$ cat config.mk
export PLATFORM = sky130hd
export DESIGN_NAME = mcpu_io_ctrl
export DESIGN_NICKNAME = d
export VERILOG_FILES = /design/src/rtl/mcpu_io_pkg.sv /design/src/rtl/mcpu_sync_fifo.sv /design/src/rtl/mcpu_io_ctrl.sv
export SDC_FILE = /design/constraint.sdc
export NUM_CORES = 1
export LEC_CHECK = 0
export BUFFER_PORTS_ARGS = -buffer_cell sky130_fd_sc_hd__clkbuf_2
export CAP_MARGIN = 0
export CORE_ASPECT_RATIO = 0.9
export CORE_MARGIN = 2
export CORE_UTILIZATION = 45
export CTS_BUF_LIST = sky130_fd_sc_hd__clkbuf_4
export CTS_CLUSTER_SIZE = 14
export DETAILED_ROUTE_END_ITERATION = 6
export GPL_ROUTABILITY_DRIVEN = 0
export GPL_TIMING_DRIVEN = 0
export HOLD_SLACK_MARGIN = 0.1
export PLACE_DENSITY = 0.68
export SETUP_SLACK_MARGIN = 0.4
export SLEW_MARGIN = 20
export SYNTH_ARGS = -nofsm -noshare
export SYNTH_HDL_FRONTEND = slang
export SYNTH_SLANG_ARGS = --single-unit
$ cat constraint.sdc
create_clock -name clk -period 3 [get_ports clk]
set_input_delay 0 -clock clk [delete_from_list [all_inputs] [get_ports clk]]
set_output_delay 0 -clock clk [all_outputs]
set_load 0.01 [all_outputs]
$ cat src/rtl/mcpu_io_pkg.sv
// Shared definitions for the MCPU I/O controller: register map, register bit
// positions and the bundle of asynchronous inputs that share one synchroniser.
package mcpu_io_pkg;

  // Register indices within the I/O window
  localparam logic [2:0] REG_STATUS    = 3'd0;
  localparam logic [2:0] REG_KEY       = 3'd1;
  localparam logic [2:0] REG_PADDLE    = 3'd2;
  localparam logic [2:0] REG_FRAME_CNT = 3'd3;
  localparam logic [2:0] REG_IRQ_EN    = 3'd4;
  localparam logic [2:0] REG_CTRL      = 3'd5;

  // STATUS bit positions
  localparam int unsigned ST_NOT_EMPTY = 0;
  localparam int unsigned ST_FULL      = 1;
  localparam int unsigned ST_OVF       = 2;
  localparam int unsigned ST_VSF       = 3;
  localparam int unsigned ST_COUNT_LSB = 8;

  // IRQ_EN bit positions
  localparam int unsigned IRQ_EN_KEY   = 0;
  localparam int unsigned IRQ_EN_VSYNC = 1;
  localparam int unsigned IRQ_EN_W     = 2;

  // CTRL bit positions
  localparam int unsigned CTRL_FLUSH   = 0;
  localparam int unsigned CTRL_CLR_OVF = 2;
  localparam int unsigned CTRL_CLR_VSF = 3;

  localparam int unsigned KEY_W    = 8;
  localparam int unsigned PADDLE_W = 8;

  // Asynchronous inputs, synchronised together as one bundle
  typedef struct packed {
    logic                vsync;
    logic [KEY_W-1:0]    keycode;
    logic [PADDLE_W-1:0] hpaddle;
    logic [PADDLE_W-1:0] vpaddle;
  } io_async_t;

endpackage

$ cat src/rtl/mcpu_sync_fifo.sv
// Synchronous FIFO with push/pop/flush.
//   clk, rst_n      : clock, async active-low reset
//   push, din       : write request and data (dropped when full without pop)
//   pop             : read request (ignored when empty)
//   flush           : empty the FIFO; a same-cycle push survives as sole entry
//   dout_c          : head entry (combinational read of storage)
//   full, empty     : registered flags
//   count           : registered occupancy 0..DEPTH
//   overflow_c      : push dropped this cycle
module mcpu_sync_fifo #(
  parameter int unsigned WIDTH = 8,
  parameter int unsigned DEPTH = 8
) (
  input  logic                     clk,
  input  logic                     rst_n,
  input  logic                     push,
  input  logic                     pop,
  input  logic                     flush,
  input  logic [WIDTH-1:0]         din,
  output logic [WIDTH-1:0]         dout_c,
  output logic                     full,
  output logic                     empty,
  output logic [$clog2(DEPTH):0]   count,
  output logic                     overflow_c
);

  localparam int unsigned PTR_W = $clog2(DEPTH);
  localparam int unsigned CNT_W = PTR_W + 1;

  logic [WIDTH-1:0] mem [DEPTH];
  logic [PTR_W-1:0] rd_ptr, wr_ptr, rd_nxt, wr_nxt, wr_idx_c;
  logic [CNT_W-1:0] cnt_nxt;
  logic             do_push_c, do_pop_c;

  // Pop needs data; a full FIFO still accepts a push if a pop or flush frees room
  assign do_pop_c   = pop & ~empty & ~flush;
  assign do_push_c  = push & (~full | do_pop_c | flush);
  assign overflow_c = push & full & ~do_pop_c & ~flush;
  assign wr_idx_c   = flush ? '0 : wr_ptr;
  assign dout_c     = mem[rd_ptr];

  // Next pointer/count state
  always_comb begin
    rd_nxt  = rd_ptr;
    wr_nxt  = wr_ptr;
    cnt_nxt = count;
    if (flush) begin
      rd_nxt  = '0;
      wr_nxt  = PTR_W'(do_push_c);
      cnt_nxt = CNT_W'(do_push_c);
    end else begin
      if (do_push_c) wr_nxt = wr_ptr + PTR_W'(1);
      if (do_pop_c)  rd_nxt = rd_ptr + PTR_W'(1);
      cnt_nxt = count + CNT_W'(do_push_c) - CNT_W'(do_pop_c);
    end
  end

  // Pointers, count and flags
  always_ff @(posedge clk or negedge rst_n) begin
    if (!rst_n) begin
      rd_ptr <= '0;
      wr_ptr <= '0;
      count  <= '0;
      full   <= 1'b0;
      empty  <= 1'b1;
    end else begin
      rd_ptr <= rd_nxt;
      wr_ptr <= wr_nxt;
      count  <= cnt_nxt;
      full   <= (cnt_nxt == CNT_W'(DEPTH));
      empty  <= (cnt_nxt == '0);
    end
  end

  // Storage, no reset needed
  always_ff @(posedge clk) begin
    if (do_push_c) mem[wr_idx_c] <= din;
  end

endmodule

$ cat src/rtl/mcpu_io_ctrl.sv
// MCPU I/O controller: keyboard FIFO, paddles, frame counter, IRQ.
//   clk, reset               : clock, async active-low reset
//   hpaddle, vpaddle         : async paddle inputs
//   keycode                  : async held key code (0 = none)
//   vsync                    : async vertical sync
//   io_sel, io_addr          : I/O window select and register index
//   io_re, io_we, data_in    : read/write strobes and write data
//   data_out, data_oe        : registered read data and its valid
//   sense                    : synchronised vsync level
//   irq                      : registered level interrupt
module mcpu_io_ctrl
  import mcpu_io_pkg::*;
#(
  parameter int unsigned DATA_WIDTH      = 16,
  parameter int unsigned FIFO_DEPTH      = 8,
  parameter int unsigned FRAME_CNT_WIDTH = 16
) (
  input  logic                  clk,
  input  logic                  reset,
  input  logic [7:0]            hpaddle,
  input  logic [7:0]            vpaddle,
  input  logic [7:0]            keycode,
  input  logic                  vsync,
  input  logic                  io_sel,
  input  logic [2:0]            io_addr,
  input  logic                  io_re,
  input  logic                  io_we,
  input  logic [DATA_WIDTH-1:0] data_in,
  output logic [DATA_WIDTH-1:0] data_out,
  output logic                  data_oe,
  output logic                  sense,
  output logic                  irq
);

  localparam int unsigned CNT_W = $clog2(FIFO_DEPTH) + 1;

  io_async_t                  async_c, sync1, sync2;
  logic [KEY_W-1:0]           key_prev;
  logic                       vs_prev;
  logic [FRAME_CNT_WIDTH-1:0] frame_cnt;
  logic                       ovf, vsf;
  logic [IRQ_EN_W-1:0]        irq_en;

  logic                       wr_c, rd_c, ctrl_wr_c, push_c, pop_c, flush_c, vs_rise_c;
  logic [KEY_W-1:0]           fifo_head_c;
  logic                       fifo_full, fifo_empty, fifo_ovf_c;
  logic [CNT_W-1:0]           fifo_count;
  logic [DATA_WIDTH-1:0]      status_c, rd_data_c;
  logic                       unused_data_in_c;

  assign async_c = '{vsync: vsync, keycode: keycode, hpaddle: hpaddle, vpaddle: vpaddle};
  assign sense   = sync2.vsync;

  // Bus decode: a simultaneous read+write is treated as a write
  assign wr_c      = io_sel & io_we;
  assign rd_c      = io_sel & io_re & ~io_we;
  assign ctrl_wr_c = wr_c & (io_addr == REG_CTRL);
  assign pop_c     = rd_c & (io_addr == REG_KEY);
  assign flush_c   = ctrl_wr_c & data_in[CTRL_FLUSH];

  // New key press: nonzero and changed since last cycle
  assign push_c    = (sync2.keycode != '0) & (sync2.keycode != key_prev);
  assign vs_rise_c = sync2.vsync & ~vs_prev;

  assign unused_data_in_c = ^data_in[DATA_WIDTH-1:4];

  mcpu_sync_fifo #(
    .WIDTH (KEY_W),
    .DEPTH (FIFO_DEPTH)
  ) u_key_fifo (
    .clk        (clk),
    .rst_n      (reset),
    .push       (push_c),
    .pop        (pop_c),
    .flush      (flush_c),
    .din        (sync2.keycode),
    .dout_c     (fifo_head_c),
    .full       (fifo_full),
    .empty      (fifo_empty),
    .count      (fifo_count),
    .overflow_c (fifo_ovf_c)
  );

  // Read data mux
  always_comb begin
    status_c                           = '0;
    status_c[ST_NOT_EMPTY]             = ~fifo_empty;
    status_c[ST_FULL]                  = fifo_full;
    status_c[ST_OVF]                   = ovf;
    status_c[ST_VSF]                   = vsf;
    status_c[ST_COUNT_LSB +: CNT_W]    = fifo_count;
    rd_data_c                          = '0;
    case (io_addr)
      REG_STATUS:    rd_data_c = status_c;
      REG_KEY:       if (!fifo_empty) rd_data_c = DATA_WIDTH'(fifo_head_c);
      REG_PADDLE:    rd_data_c = DATA_WIDTH'({sync2.vpaddle, sync2.hpaddle});
      REG_FRAME_CNT: rd_data_c = DATA_WIDTH'(frame_cnt);
      REG_IRQ_EN:    rd_data_c = DATA_WIDTH'(irq_en);
      default:       rd_data_c = '0;
    endcase
  end

  // Synchronisers, sticky flags, registers and bus outputs
  always_ff @(posedge clk or negedge reset) begin
    if (!reset) begin
      sync1     <= '0;
      sync2     <= '0;
      key_prev  <= '0;
      vs_prev   <= 1'b0;
      frame_cnt <= '0;
      ovf       <= 1'b0;
      vsf       <= 1'b0;
      irq_en    <= '0;
      data_out  <= '0;
      data_oe   <= 1'b0;
      irq       <= 1'b0;
    end else begin
      sync1    <= async_c;
      sync2    <= sync1;
      key_prev <= sync2.keycode;
      vs_prev  <= sync2.vsync;
      if (vs_rise_c) frame_cnt <= frame_cnt + FRAME_CNT_WIDTH'(1);
      // Set wins over a same-cycle clear
      ovf <= fifo_ovf_c | (ovf & ~(ctrl_wr_c & data_in[CTRL_CLR_OVF]));
      vsf <= vs_rise_c  | (vsf & ~(ctrl_wr_c & data_in[CTRL_CLR_VSF]));
      if (wr_c && (io_addr == REG_IRQ_EN)) irq_en <= data_in[IRQ_EN_W-1:0];
      data_oe  <= rd_c;
      data_out <= rd_c ? rd_data_c : '0;
      irq      <= (irq_en[IRQ_EN_KEY] & ~fifo_empty) | (irq_en[IRQ_EN_VSYNC] & vsf);
    end
  end

endmodule

==> results of run 1 <==
[cell type report]
type / instances / area [um2] / area share, %
plain buffers: 13 / 62.56 / 0.7433
clock buffers: 18 / 135.1 / 1.605
clock inverters: 14 / 172.7 / 2.051
inverters: 10 / 37.54 / 0.4460
multi-input cells: 205 / 1844 / 21.91
flip-flops and latches: 173 / 4661 / 55.37
well taps: 193 / 241.5 / 2.869
repair buffers: 154 / 1262 / 15.00
[registers in the layout, indices dropped and copies added, names as in the netlist]
register and flops:
key_prev 8, irq 1, irq_en 2, u_key_fifo.mem 64, u_key_fifo.wr_ptr 3, data_out 16
ovf 1, sync1 25, u_key_fifo.rd_ptr 3, u_key_fifo.empty 1, sync2 24, frame_cnt 16
data_oe 1, vs_prev 1, u_key_fifo.count 4, u_key_fifo.full 1, vsf 1, sense 1
[worst paths after layout]
check,from,end,slack [ns],depth (start not counted)
max,u_key_fifo.empty$_DFF_PN1_,u_key_fifo.empty$_DFF_PN1_,0.07,10
min,io_addr[2],data_out[3]$_DFF_PN0_,0.17,4
max reg2reg,u_key_fifo.empty$_DFF_PN1_,u_key_fifo.empty$_DFF_PN1_,0.07,10
min reg2reg,sync1[0]$_DFF_PN0_,sync2[0]$_DFF_PN0_,0.36,0
max in group asynchronous,reset,u_key_fifo.empty$_DFF_PN1_,2.12,4
min in group asynchronous,reset,sync2[22]$_DFF_PN0_,0.48,4
[timing repair]
item                                    CTS  global route
endpoints found under the setup margin   66            57
hold endpoints to repair                157             0
pin swaps                                 7             9
hold buffers                             72             0
resized for setup                        22             6
setup buffers                            13            13
[critical path: cells and delay by family (launching register included)]
kind            cells  cell delay, ns
flops               1            0.40
compound gates      3            0.50
simple gates        3            1.13
buf+inv             2            0.25
fa+ha+maj           2            0.58
[routing by layer]
layer	track usage (%)	vias to the layer above
li1	-	1797
met1	26.33	2032
met2	29.29	91
met3	5.500	19
met4	5.585	0
met5	0	-
[layout by cell type, fill, tap and decap left out, types with 9 or more instances in the layout]
| cell type | synthesis | layout |
|---|---|---|
| mux4_2 | 16 | 16 |
| nor2_1 | 37 | 30 |
| inv_1 | 10 | 9 |
| nand2_1 | 19 | 19 |
| xnor2_1 | 21 | 20 |
| edfxtp_1 | 64 | 64 |
| mux2i_1 | 20 | 20 |
| mux2_2 | 9 | 9 |
| clkbuf_4 | 0 | 19 |
| clkbuf_2 | 0 | 54 |
| buf_4 | 0 | 24 |
| dfrtp_1 | 108 | 100 |
| dlygate4sd3_1 | 0 | 71 |
[report_power, final]
group / internal, uW / leakage [uW] / total, uW / switching [uW]
Sequential: 2860 / 0.00192 / 3060 / 197
Combinational: 702 / 0.00135 / 1460 / 756
Clock: 538 / 0.000167 / 1410 / 871
[through the flow]
stage	power [uW]	TNS (ns)	cells	area [um2]
after CTS	5806	0	767	8258
after global placement	4148	-1.516	649	7013
after global routing	6215	-0.02675	780	8417
final	5924	0	780	8417
after detailed placement	4229	-0.01564	650	7054
after floorplan	3833	0	401	6496
[cell families after synthesis]
family | Yosys count
buf+inv | 23
flops | 173
simple gates | 91
compound gates | 34
mux | 45
fa+ha+maj | 8
xor+xnor | 27
==> impl_metrics.toml, run 1 <==
[placed_design]
io_buffer_count = 55
hpwl_mm = 8.425
dp_slack_ns = -0.01564

[timing]
min_period_ns = 2.927
final-hold-violation-count = 0
slew_headroom_pct = 44.81
max_freq_ghz = 0.3416
worst_pin_slew_ns = 0.8278
finalSetupViolations = 0
rsz0062_at_grt = "true"
setup_ws_ns = 0.07281
maxSlewViolCount = 0
finalCritPeriodShare_pct = 97.57
fin_skew_ns = 0.02653
holdWs_ns = 0.1652

[route]
firstDrtPassIters = 4
detail_route.iter0.violations = 278
route.met2.wl_mm = 6.684
drcViolationCount = 0
dr_total_vias = 3939
ant_nets = 0
met3WireLength_um = 610
top_layer_used = "met4"
wl_mm = 13.66
vias_per_cell = 5.050
wl_met1_mm = 6.171
wl_per_cell_um = 17.52

[yosys]
synth.distinct_cells = 45
synthArstFlopShare_pct = 63.01
synth.most_common_cell = "dfrtp_1"
synth_top_cell_by_area = "dfrtp_1"
synth.area.top_cells = "dfrtp_1 42%, edfxtp_1 30%, mux4_2 5.6%"
syn_area_um2 = 6466
synthAdderAreaFrac_pct = 1.664
synth_compound_area_share_pct = 4.257
yosysSeqAreaShare_pct = 71.92
synth_top_family_by_area = "multiplexers"
ys_ff_latch = 173
synth_fp_nets = 458
synth_edf_count = 64
synth_top_area_share_pct = 41.80
yosys_warnings = 0
synthXorXnorAreaFrac_pct = 3.657
synth_ff_type = "dfrtp_1"
syn_inst = 401
syn_avg_cell_area_um2 = 16.13
synth_mux_area_share_pct = 10.24
synthSimpleGateAreaFrac_pct = 6.850
synth_common_cells = "108 x dfrtp_1, 64 x edfxtp_1, 37 x nor2_1, 21 x xnor2_1, 20 x mux2i_1"

[floorplanning]
die_area_um2 = 15350
ios = 68
floorplan.initialDensity_pct = 46.00
core_um2 = 14060
rows = 41
die_h_um = 117.7
die_w_um = 130.4

[cts]
cts_buffer_depth = 2
cts_made_buffers = 17
clock-sinks = 173
htreeDepth = 4
clock_latency_ns = 0.58
path_clk_slew_ns = 0.14
cts_root_buf = "clkbuf_4"
cts_tree = "built"

[critical_path]
worst_path_max_delay_cell = "or4b_4"
arrival_ns = 3.44
critical_path.most_common_cell = "or4b_4"
required_ns = 3.52
critPathKind = "reg -> reg"
crit_path_max_incr_delay_ns = 0.55
end_kind = "register"
start_kind = "register"
path_cells = "or4b_4, buf_6, o221ai_4, o211ai_4, inv_2, ha_4, fa_1, or4b_4, a21boi_1, nor2_1"
cp_max_fo = 5

[final_layout]
syn_to_final_growth_pct = 30.17
fillers = 1098
post-route-util_pct = 59.88
diodes = 0
drive_above_1_share_pct = 29.64
fin_nets = 631

[run]
maxCapViolCount = 0

[pwr]
p_leak_uw = 0.003435
power_density_nw_per_um2 = 703.8
ir_worst_vdd_mv = 0.5268

[global_route]
antenna_found_initial = 0
grt_usage_pct = 18.95
grt_max_degree = 75
grt_pass1_wl_mm = 21.36
grt_pass1_vias = 4045
grt_overflow_total = 0

[min_path]
min_path_type = "in -> reg"

[run_status]
status = "completed"
Note: power is estimated with default switching activity, not from simulation.
==> run 2: changes to the inputs <==
- SYNTH_HIERARCHICAL: unset -> 1
==> run 2 against run 1 <==
Clock skew down 0.0069 ns; cell count decreased by 0.90%; global-route usage decreased by 0.93 points; critical path type unchanged; highest routed layer unchanged.
==> impl_metrics.toml, run 2 <==
[global_route]
grt_pass1_wl_mm = 21.26
grt_usage_pct = 18.02
grt_overflow_total = 0
grt_pass1_vias = 4062
antenna_found_initial = 0
grt_max_degree = 80

[yosys]
synth_ff_type = "dfrtp_1"
syn_area_um2 = 6584
ys_ff_latch = 173
synth_fp_nets = 464
synth.most_common_cell = "dfrtp_1"
synth_edf_count = 64
yosysSeqAreaShare_pct = 70.64
synth_top_area_share_pct = 41.05
yosys_warnings = 6
synth.distinct_cells = 46
syn_avg_cell_area_um2 = 16.18
synth.area.top_cells = "dfrtp_1 41%, edfxtp_1 29%, mux4_1 6.4%"
synth_top_cell_by_area = "dfrtp_1"
synth_common_cells = "108 x dfrtp_1, 64 x edfxtp_1, 35 x nor2_1, 18 x nand2_1"
synthArstFlopShare_pct = 63.01
syn_inst = 407

[placed_design]
hpwl_mm = 8.148
io_buffer_count = 53
dp_slack_ns = 0.03290

[final_layout]
drive_above_1_share_pct = 26.38
final_common_cell = "dfrtp_1"
fin_nets = 624
diodes = 0
post-route-util_pct = 58.91
top_regs = "u_key_fifo/mem (64), sync1 (25), sync2 (24)"
syn_to_final_growth_pct = 26.68
most-common-layout-cells = "100 x dfrtp_1, 70 x dlygate4sd3_1, 64 x edfxtp_1, 54 x clkbuf_2, 34 x nor2_1"
largest_register_ffs = 64
top_register = "u_key_fifo/mem"

[floorplanning]
rows = 41
die_area_um2 = 15620
die_h_um = 118.8
ios = 68
floorplan.initialDensity_pct = 46.50
core_um2 = 14160
die_w_um = 131.5

[pwr]
p_leak_uw = 0.003443
switchingPower_uw = 1767
ir_worst_vdd_mv = 0.4730
p_int_uw = 3916
p_seq_share_pct = 54.0
sw_frac_of_total_pct = 31.09
clock_power_share_pct = 21.3
p_comb_share_pct = 24.6
power_density_nw_per_um2 = 681.3

[timing]
finalCritPeriodShare_pct = 88.30
setup_ws_ns = 0.3509
worst_pin_slew_ns = 0.9192
final-hold-violation-count = 0
finalSetupViolations = 0
rsz0062_at_grt = "true"
maxSlewViolCount = 0
slew_headroom_pct = 38.39
fin_skew_ns = 0.01963
min_period_ns = 2.649
holdWs_ns = 0.1850
max_freq_ghz = 0.3775

[critical_path]
critPathKind = "reg -> reg"
path_cells = "xor2_2, nor4_2, a22oi_2, o21ai_4, ha_4, inv_2, ha_4, fa_1, nor4_2, nor3b_2"
worst_path_max_delay_cell = "fa_1"
end_kind = "register"
cp_max_fo = 4
start_kind = "register"
required_ns = 3.50
crit_path_max_incr_delay_ns = 0.49
arrival_ns = 3.15

[cts]
htreeDepth = 4
cts_tree = "built"
clock_latency_ns = 0.57
cts_made_buffers = 17
path_clk_slew_ns = 0.15
cts_root_buf = "clkbuf_4"
clock-sinks = 173
cts_buffer_depth = 2

[run_status]
status = "completed"

[route]
drcViolationCount = 0
wl_mm = 13.32
ant_nets = 0
detail_route.iter0.violations = 242
firstDrtPassIters = 4
dr_total_vias = 3943
vias_per_cell = 5.101
wl_per_cell_um = 17.23

[min_path]
min_path_type = "in -> reg"

[run]
maxCapViolCount = 0
[run 2: cell count changes after synthesis, sizes merged, moves of 6 or more]
cell and change:
mux2 +6, mux2i -8, nor2b +7, xnor2 -7, xor2 +10
[run 2: power groups by stage]
stage | Sequential, uW | Clock, uW | Combinational, uW
4_1_cts | 3070 | 1240 | 1380
3_5_place_dp | 3130 | 0 | 1250
6_report | 3070 | 1210 | 1400
3_3_place_gp | 3100 | 0 | 1180
2_1_floorplan | 3050 | 0 | 905
5_1_grt | 3110 | 1360 | 1540
[run 2: final cells by class]
type / count / area [um2]
sequential: 173 / 4661
inverter: 6 / 22.52
multi-input combinational: 213 / 1931
clock inverter: 15 / 126.4
tap: 193 / 241.5
clock buffer: 17 / 127.6
buffer: 15 / 88.84
timing repair buffer: 141 / 1142
fill: 1102 / 5818
[run 2: timing repair]
item | 4_1_cts | 5_1_grt
hold buffers | 71 | 0
pin swaps | 3 | 8
buffers inserted | 12 | 2
resized for setup | 5 | 8
endpoints found under the setup margin | 30 | 22
endpoints found under the hold margin | 157 | 0
[run 2: path summary, 6_finish.rpt]
check	slack, ns	to	from	cells past startpoint
worst max-delay path	0.35	u_key_fifo/full$_DFF_PN0_	sync2[20]$_DFF_PN0_	10
worst min-delay path	0.18	data_out[8]$_DFF_PN0_	io_addr[0]	5
worst max register to register	0.35	u_key_fifo/full$_DFF_PN0_	sync2[20]$_DFF_PN0_	10
worst min register to register	0.36	sync2[16]$_DFF_PN0_	sync1[16]$_DFF_PN0_	0
max in group asynchronous	2.09	u_key_fifo/empty$_DFF_PN1_	reset	4
min in group asynchronous	0.49	sync2[12]$_DFF_PN0_	reset	4
[run 2: cell families after synthesis]
group           share of synthesized area (%)
simple gates                            8.020
buf+inv                                 1.653
fa+ha+maj                               1.634
flops                                   70.64
mux                                     10.78
compound gates                          3.288
xor+xnor                                3.991
[run 2: stage by stage]
stage / setup TNS (ns) / std cells / power [uW] / cell area (um2)
finish: 0 / 773 / 5682 / 8341
floorplan: 0 / 407 / 3959 / 6616
global placement: -4.397 / 653 / 4282 / 7123
detailed placement: 0 / 656 / 4384 / 7202
global route: 0 / 773 / 6000 / 8341
CTS: 0 / 771 / 5693 / 8284
[run 2: critical path, delay by kind of cell, from the launching register on]
| kind | cells | cell delay (ns) |
|---|---|---|
| fa+ha+maj | 3 | 0.91 |
| buf+inv | 1 | 0.04 |
| xor+xnor | 1 | 0.18 |
| simple gates | 3 | 0.59 |
| compound gates | 2 | 0.39 |
| flops | 1 | 0.47 |
[run 2: per-layer routing]
| metal | GRT usage, % | part of all wire (%) |
|---|---|---|
| met1 | 23.70 | 44 |
| met2 | 29.06 | 50 |
| met4 | 5.095 | 1.1 |
| met5 | 0 | 0 |
| met3 | 5.706 | 5.3 |
==> run 3: changes to the inputs <==
- CORE_MARGIN: 2 -> unset
==> run 3 against run 2 <==
Cell area increased by 0.92%; setup slack improved by 0.061 ns; critical path depth unchanged; largest cell class unchanged; first-iteration DRC count increased by 7.0%; routed wire length increased by 0.98%; non-clock buffer count increased by 5; cell count increased by 0.78%; die area decreased by 3.2%; utilization increased by 0.54 points; sequential share of layout area decreased by 0.51 points.
==> impl_metrics.toml, run 3 (synthesis results as in run 2) <==
[critical_path]
critPathKind = "reg -> reg"
start_kind = "register"
worst_path_max_delay_cell = "dfrtp_2"
crit_buf_inv = 1
path_cells = "xor2_1, nor4_2, a22oi_2, o21ai_4, ha_4, inv_4, ha_4, fa_2, nor4_4, nor3b_2"
critPathLaunch = "sync2[16]$_DFF_PN0_"
crit_family = "adder cells"
critical_path.most_common_cell = "ha_4"
cp_max_fo = 3
worstReg2RegStart = "sync2[16]$_DFF_PN0_"
arrival_ns = 3.09
end_kind = "register"
crit_path_max_incr_delay_ns = 0.46
required_ns = 3.50

[timing]
rsz0062_at_grt = "true"
final-hold-violation-count = 0
max_freq_ghz = 0.3864
finalCritPeriodShare_pct = 86.28
maxSlewViolCount = 0
worst_pin_slew_ns = 0.9293
slew_headroom_pct = 37.82
fin_skew_ns = 0.01763
min_period_ns = 2.588
finalSetupViolations = 0

[global_route]
grt_usage_pct = 19.45
grt_pass1_vias = 4091
grt_max_degree = 99
antenna_found_initial = 1
grt_pass1_wl_mm = 20.98
grt_overflow_total = 0

[final_layout]
fillers = 1078
syn_to_final_growth_pct = 27.84
final_common_cell = "dfrtp_1"
drive_above_1_share_pct = 26.50
final_area_um2 = 8417
post-route-util_pct = 59.45
top_register = "u_key_fifo/mem"
multiInputGateArea_um2 = 1954
fin_nets = 629
register_area_um2 = 4661
top_regs = "u_key_fifo/mem (64), sync1 (25), sync2 (24)"
largest_register_ffs = 64
most-common-layout-cells = "100 x dfrtp_1, 74 x dlygate4sd3_1, 64 x edfxtp_1, 53 x clkbuf_2, 34 x nor2_1"

[floorplanning]
floorplan.initialDensity_pct = 46.50
die_area_um2 = 15120
core_um2 = 14160
ios = 68
rows = 41
die_w_um = 129.5
die_h_um = 116.8

[run]
maxCapViolCount = 0

[min_path]
min_path_type = "in -> reg"
hold_start = "io_addr[0]"

[cts]
cts_made_buffers = 17
cts_buffer_depth = 2
clock-sinks = 173
htreeDepth = 4
path_clk_slew_ns = 0.14
cts_root_buf = "clkbuf_4"
clock_latency_ns = 0.58
cts_tree = "built"

[pwr]
p_leak_uw = 0.003474
ir_worst_vdd_mv = 0.3420
power_density_nw_per_um2 = 687.8
power_uw = 5789

[route]
wl_mm = 13.45
detail_route.iter0.violations = 259
wl_per_cell_um = 17.27
dr_total_vias = 3949
firstDrtPassIters = 4
drcViolationCount = 0
vias_per_cell = 5.069
ant_nets = 0

[placed_design]
hpwl_mm = 8.110
placed_cell_area_um2 = 7202
io_buffer_count = 53

[run_status]
status = "completed"
-- run 3: layout make-up --
cell class / instances / area share (%)
flip-flops and latches: 173 / 55.37
multi-input cells: 213 / 23.22
repair buffers: 146 / 13.99
well taps: 193 / 2.869
clock buffers: 18 / 1.605
clock inverters: 14 / 1.576
plain buffers: 15 / 1.041
inverters: 6 / 0.2973
diodes: 1 / 0.02973
-- run 3: worst reg2reg max path, stage by stage (launching register included) --
cell	delay [ns]
dfrtp_2	0.46
xor2_1	0.16
nor4_2	0.29
a22oi_2	0.16
o21ai_4	0.12
ha_4	0.23
inv_4	0.06
ha_4	0.13
fa_2	0.46
nor4_4	0.25
nor3b_2	0.20
-- run 3: power by group --
part           total [uW]  leakage [uW]  switching (uW)  internal [uW]
logic                1450       0.00141             747            702
clock network        1280      0.000145             839            439
registers            3060       0.00192             191           2870
-- run 3: path summary, 6_finish.rpt --
| check | end | slack [ns] | cells after the start |
|---|---|---|---|
| setup / recovery | u_key_fifo/full$_DFF_PN0_ | 0.41 | 10 |
| hold / removal | data_out[8]$_DFF_PN0_ | 0.18 | 5 |
| setup reg to reg | u_key_fifo/full$_DFF_PN0_ | 0.41 | 10 |
| hold reg to reg | sync2[3]$_DFF_PN0_ | 0.36 | 0 |
| max in group asynchronous | sync2[17]$_DFF_PN0_ | 1.54 | 4 |
| min in group asynchronous | sync2[13]$_DFF_PN0_ | 0.55 | 3 |
-- run 3: what timing repair did --
| action | CTS | global route |
|---|---|---|
| gates resized for setup | 11 | 5 |
| setup endpoints to repair | 34 | 11 |
| hold buffers | 74 | 0 |
| pin swaps | 12 | 9 |
| endpoints found under the hold margin | 157 | 0 |
| setup buffers | 13 | 3 |
-- run 3: routing by layer --
| layer | part of all wire [%] | vias up | track usage (%) |
|---|---|---|---|
| li1 | - | 1820 | - |
| met1 | 44 | 2016 | 24.71 |
| met2 | 50 | 100 | 31.97 |
| met3 | 5.0 | 13 | 5.451 |
| met4 | 0.99 | 0 | 7.519 |
| met5 | 0 | - | 0 |
-- run 3: through the flow --
step                      setup WS [ns]  instances  setup TNS (ns)  hold slack [ns]
after floorplan                  0.3988        407               0          -0.2956
after global placement          -0.4109        653          -6.363           0.1086
after detailed placement       -0.03880        656        -0.03880          -0.1538
after CTS                        0.2915        775               0           0.1118
after global routing             0.2577        779               0           0.1607
final                            0.4117        779               0           0.1767
